===== src/rtl/rv32i_pkg.sv =====
// Shared types and constants for the RV32I fetch stage.
package rv32i_pkg;

  localparam int XLEN = 32;
  localparam logic [XLEN-1:0] NOP_INSTR = 32'h00000013;

  typedef enum logic [1:0] {
    RUN   = 2'd0,
    WAIT  = 2'd1,
    DRAIN = 2'd2
  } fetch_state_t;

  typedef struct packed {
    logic [XLEN-1:0] instr;
    logic [XLEN-1:0] pc;
    logic            misaligned;
  } fetch_entry_t;

endpackage


===== src/rtl/fetch_fifo.sv =====
// Circular buffer of fetched entries; clear has priority over push and pop.
module fetch_fifo
  import rv32i_pkg::*;
#(
  parameter int DEPTH = 2,
  localparam int PW = (DEPTH > 1) ? $clog2(DEPTH) : 1,
  localparam int CW = PW + 1
) (
  input  logic         clk,
  input  logic         rst,
  input  logic         push,
  input  fetch_entry_t push_data,
  input  logic         pop,
  input  logic         clear,
  output fetch_entry_t head,
  output logic [CW-1:0] count,
  output logic         full,
  output logic         empty
);

  localparam logic [CW-1:0] DEPTH_C = CW'(DEPTH);

  fetch_entry_t  mem_q [DEPTH];
  logic [PW-1:0] wr_ptr_q, wr_ptr_d;
  logic [PW-1:0] rd_ptr_q, rd_ptr_d;
  logic [CW-1:0] count_q, count_d;
  logic          push_en, pop_en;

  assign empty = (count_q == '0);
  assign full  = (count_q == DEPTH_C);
  assign count = count_q;
  assign head  = mem_q[rd_ptr_q];

  always_comb begin
    push_en  = push && !clear && !full;
    pop_en   = pop && !clear && !empty;
    wr_ptr_d = wr_ptr_q;
    rd_ptr_d = rd_ptr_q;
    count_d  = count_q;
    if (clear) begin
      // Pointers realign on flush so the head slot is fresh.
      wr_ptr_d = '0;
      rd_ptr_d = '0;
      count_d  = '0;
    end else begin
      if (push_en) wr_ptr_d = wr_ptr_q + PW'(1);
      if (pop_en)  rd_ptr_d = rd_ptr_q + PW'(1);
      if (push_en && !pop_en) count_d = count_q + CW'(1);
      else if (pop_en && !push_en) count_d = count_q - CW'(1);
    end
  end

  always_ff @(posedge clk or negedge rst) begin
    if (!rst) begin
      wr_ptr_q <= '0;
      rd_ptr_q <= '0;
      count_q  <= '0;
      for (int i = 0; i < DEPTH; i++) mem_q[i] <= '0;
    end else begin
      wr_ptr_q <= wr_ptr_d;
      rd_ptr_q <= rd_ptr_d;
      count_q  <= count_d;
      if (push_en) mem_q[wr_ptr_q] <= push_data;
    end
  end

endmodule


===== src/rtl/fetch_unit.sv =====
// Instruction fetch: one outstanding imem read, results buffered for decode.
// state | meaning
// RUN   | no request outstanding
// WAIT  | one request outstanding, response will be buffered
// DRAIN | one request outstanding, response will be dropped (flushed)
module fetch_unit
  import rv32i_pkg::*;
#(
  parameter int DEPTH = 2,
  parameter int XLEN  = rv32i_pkg::XLEN
) (
  input  logic            clk,
  input  logic            rst,
  input  logic [XLEN-1:0] pc_in,
  output logic            pc_stall,
  input  logic            flush,
  output logic            imem_req_valid,
  input  logic            imem_req_ready,
  output logic [XLEN-1:0] imem_req_addr,
  input  logic            imem_rsp_valid,
  input  logic [XLEN-1:0] imem_rsp_data,
  output logic            if_valid,
  input  logic            if_ready,
  output logic [XLEN-1:0] if_instr,
  output logic [XLEN-1:0] if_pc,
  output logic            if_misaligned
);

  localparam int PW = (DEPTH > 1) ? $clog2(DEPTH) : 1;
  localparam int CW = PW + 1;
  localparam logic [CW-1:0] DEPTH_C = CW'(DEPTH);

  fetch_state_t    state_q, state_d;
  logic [XLEN-1:0] pend_pc_q, pend_pc_d;

  logic          can_issue, pc_aligned, req_fire, mis_push, rsp_push;
  logic          fifo_push, fifo_pop, fifo_full, fifo_empty;
  fetch_entry_t  push_entry, head;
  logic [CW-1:0] fifo_count;

  assign pc_aligned     = (pc_in[1:0] == 2'b00);
  assign can_issue      = (state_q == RUN) && rst && !flush && (fifo_count < DEPTH_C);
  assign imem_req_valid = can_issue && pc_aligned;
  assign imem_req_addr  = pc_in;
  assign req_fire       = imem_req_valid && imem_req_ready;
  assign mis_push       = can_issue && !pc_aligned;
  assign pc_stall       = !(req_fire || mis_push);

  assign rsp_push  = (state_q == WAIT) && imem_rsp_valid && !flush;
  assign fifo_push = rsp_push || mis_push;
  assign fifo_pop  = if_valid && if_ready;

  always_comb begin
    push_entry = '0;
    if (mis_push) begin
      push_entry.instr      = NOP_INSTR;
      push_entry.pc         = pc_in;
      push_entry.misaligned = 1'b1;
    end else begin
      push_entry.instr      = imem_rsp_data;
      push_entry.pc         = pend_pc_q;
      push_entry.misaligned = 1'b0;
    end
  end

  always_comb begin
    state_d   = state_q;
    pend_pc_d = pend_pc_q;
    case (state_q)
      RUN: begin
        if (req_fire) begin
          state_d   = WAIT;
          pend_pc_d = pc_in;
        end
      end
      WAIT: begin
        if (imem_rsp_valid) state_d = RUN;
        else if (flush)     state_d = DRAIN;
      end
      DRAIN: begin
        if (imem_rsp_valid) state_d = RUN;
      end
      default: state_d = RUN;
    endcase
  end

  always_ff @(posedge clk or negedge rst) begin
    if (!rst) begin
      state_q   <= RUN;
      pend_pc_q <= '0;
    end else begin
      state_q   <= state_d;
      pend_pc_q <= pend_pc_d;
    end
  end

  fetch_fifo #(.DEPTH(DEPTH)) u_fifo (
    .clk       (clk),
    .rst       (rst),
    .push      (fifo_push),
    .push_data (push_entry),
    .pop       (fifo_pop),
    .clear     (flush),
    .head      (head),
    .count     (fifo_count),
    .full      (fifo_full),
    .empty     (fifo_empty)
  );

  // Invalidation on reset/flush comes from the registered count alone.
  assign if_valid      = !fifo_empty;
  assign if_instr      = head.instr;
  assign if_pc         = head.pc;
  assign if_misaligned = head.misaligned;

endmodule


===== config.mk =====
export PLATFORM = sky130hd
export DESIGN_NAME = fetch_unit
export DESIGN_NICKNAME = d
export VERILOG_FILES = /design/src/rtl/rv32i_pkg.sv /design/src/rtl/fetch_fifo.sv /design/src/rtl/fetch_unit.sv
export SDC_FILE = /design/constraint.sdc
export NUM_CORES = 1
export LEC_CHECK = 0
export CORE_ASPECT_RATIO = 0.75
export CORE_MARGIN = 1.5
export CORE_UTILIZATION = 55
export CTS_BUF_LIST = sky130_fd_sc_hd__clkbuf_16
export CTS_CLUSTER_DIAMETER = 60
export DETAILED_ROUTE_END_ITERATION = 8
export PLACE_DENSITY = 0.85
export SETUP_SLACK_MARGIN = 0.3
export SYNTH_ARGS = -nofsm -noshare
export SYNTH_HDL_FRONTEND = slang
export SYNTH_HIERARCHICAL = 1
export SYNTH_SLANG_ARGS = --single-unit

===== constraint.sdc =====
create_clock -name clk -period 8.1 [get_ports clk]
set_input_delay 1.215 -clock clk [delete_from_list [all_inputs] [get_ports clk]]
set_output_delay 1.215 -clock clk [all_outputs]
set_load 0.1 [all_outputs]

==> flow_summary.yaml <==
pwr:
  p_leak_nw: 4.84
  p_total_mw: 3.75
  p_per_area_nw_per_um2: 357
  peakVddDrop_mv: 0.265
detailed_routing:
  drc: 0
  wire_per_inst_um: 19.0
  via_per_inst: 5.36
  drtPass1Iterations: 4
  drt_iter0_drc: 141
  wl_um: 17200
  antenna_left: 0
  vias: 4854
synth:
  asyncSetResetFlopFracSynth_pct: 100
  synth_top_flop_cell: "dfrtp_1"
  synthCells: 562
  syn_avg_cell_area_um2: 14.9
  synth_nets: 632
  ys_ff_latch: 168
  synth_area_um2: 8370
  synth.distinct_cells: 32
  synth_edf_count: 0
  synth_warnings: 6
  ys_seq_area_share_pct: 50.2
finish:
  fillerInstances: 1005
  fin_nets: 763
  multi_input_comb_area_um2: 3710
  register_area_um2: 4210
  areaGrowthSynthToFinish_pct: 25.3
  design_area_um2: 10500
  num_antenna_cells: 0
  drive_gt1_share_pct: 42.8
cts:
  clockBufferDepth: 2
  holdBufCountCts: 0
  htreeDepth: 4
  cts_buffers: 17
  clock_latency_ns: 0.42
  cts_resized: 0
  path_clk_slew_ns: 0.06
  post-cts-setup-buffers: 0
  cts-root-buf: "clkbuf_16"
  clock-sinks: 168
  cts_tree: "done"
timing:
  post-route-period-util_pct: 61.8
  skew_ns: 0.0116
  hold_viol: 0
  drv_slew: 0
  fmax_ghz: 0.200
  setup_viol_count_final: 0
  worst_pin_slew_ns: 1.21
  slew_headroom_pct: 19.7
  rsz0062_at_grt: "false"
  finalCriticalPeriod_ns: 5.00
  timing.hold.ws_ns: 0.493
  timing.setup.tns_ns: 0
die:
  die_h_um: 110
  fp.dieW_um: 145
  start_util_pct: 57.1
  ioPinCount: 170
  fp-row-count: 38
  dieArea_um2: 16000
  design.core.area_um2: 14600
global_route:
  grt_max_degree: 92
  grt_pass1_wl_um: 28000
  grt_pass1_vias: 5358
  antenna_found_initial: 0
  grtUsageTotal_pct: 22.4
  grt_overflow_total: 0
worst_setup_path:
  cp.arrival_ns: 3.79
  critPathTopFamily: "buffers and inverters"
  path_cells: "clkdlybuf4s50_1 > nor2_2 > and3_1 > nor2b_1 > clkdlybuf4s50_1"
  path_buf_inv: 2
  cp_common_cell: "clkdlybuf4s50_1"
  start_kind: "input pin"
  cp_slowest_cell: "clkdlybuf4s50_1"
  required_ns: 6.88
  cp-end-kind: "primary output"
  worstSetupPathType: "input pin to primary output"
  critPathMaxStageDelay_ns: 1.18
  crit_fanout: 9
placement:
  placed_area_um2: 9910
  hpwlAfterDp_um: 11000
  routabilityCongestion: 0.773
  portBuffers: 169
outcome:
  status: "finished, final reports clean"
job:
  drv.max_cap_violation_count: 0
worst_hold_path:
  hp-class: "register to register"
## final timing paths
path	startpoint	cells after the start	end	slack, ns
setup / recovery	flush	5	imem_req_valid	3.10
hold / removal	pend_pc_q[1]	1	pend_pc_q[1]	0.49
setup reg to reg	u_fifo/count[1]	7	u_fifo/mem_q[16]	4.12
hold reg to reg	pend_pc_q[1]	1	pend_pc_q[1]	0.49
max in group asynchronous	rst	2	u_fifo/mem_q[61]	5.66
min in group asynchronous	rst	1	pend_pc_q[21]	0.84
## cells in the final DEF (no fill, tap or decap), types with 2 or more instances in the layout
master,synthesis,layout
bufinv_16,0,2
clkinv_2,0,2
nand3b_1,2,2
nand2_1,3,3
buf_4,32,5
clkdlybuf4s50_1,0,168
dfrtp_1,168,167
inv_1,3,4
mux2_2,168,168
nand2b_1,4,4
inv_6,0,3
a21oi_1,3,3
nor2_2,2,2
nor2b_1,2,2
nor2_1,3,3
a22o_1,2,2
clkbuf_16,0,17
nand4_1,2,2
nand3_1,2,2
nand4_4,2,2
o21ai_0,5,5
and2_1,31,31
mux2_4,87,87
clkinv_4,0,2
clkinvlp_4,0,3
## cell families (layout without fill, tap and decap cells)
group	count (synthesis)	after routing	share of synthesized area (%)
compound gates	12	12	0.852
xor+xnor	1	1	0.105
buf+inv	65	208	5.55
flops	168	168	50.2
mux	255	255	38.2
simple gates	61	61	5.04
## stage by stage
step / std cells / worst slack [ns] / utilization, %
floorplan: 562 / 3.22 / -
global placement: 874 / 2.81 / 67.7
detailed placement: 874 / 2.67 / 67.7
CTS: 905 / 3.11 / 71.6
global route: 905 / 2.79 / 71.6
finish: 905 / 3.10 / 71.6
## flip-flops by register name, indices dropped and copies added, names as in the netlist
register         flops
u_fifo/count         2
pend_pc_q           32
state_q              2
u_fifo/rd_ptr_q      1
u_fifo/mem_q       130
u_fifo/wr_ptr_q      1
## worst register-to-register path, stage by stage (launching register included)
cell and delay (ns):
dfrtp_1 0.45, nor2_2 0.31, nand4_4 0.93, nand2_1 0.51, inv_1 0.17, or4b_4 0.53, buf_4 0.50, mux2_4 0.47
## cell usage after synthesis, drive strengths merged, types with 3 or more instances
master  count  share of area, %
nor2b       3              0.25
nand2       3              0.13
clkbuf     10              0.45
nor2        5              0.28
dfrtp     168                50
nand4       4              0.66
inv         3              0.13
buf        52               5.0
a21oi       3              0.18
o21ai       5              0.30
and2       31               2.3
nand2b      4              0.30
mux2      255                38
## cell type report
class	instances	share of cell area, %
Sequential cell	168	40.1
Multi-Input combinational cell	329	35.4
Timing Repair Buffer	174	16.5
Clock buffer	17	4.06
Tap cell	200	2.39
Clock inverter	14	1.44
Inverter	3	0.107
## layer usage
metal	vias up	GRT usage (%)	routed length, um
met1	2500	29.2	7740
li1	2226	-	-
met4	0	6.71	237
met3	16	5.27	707
met2	112	37.9	8470
met5	-	0	0
## where the power goes
part	switching, mW	total [mW]	internal [mW]
clock	0.337	0.793	0.456
sequential	0.119	1.18	1.06
combinational	1.19	1.77	0.581
Power figures use the tool's default switching activity.
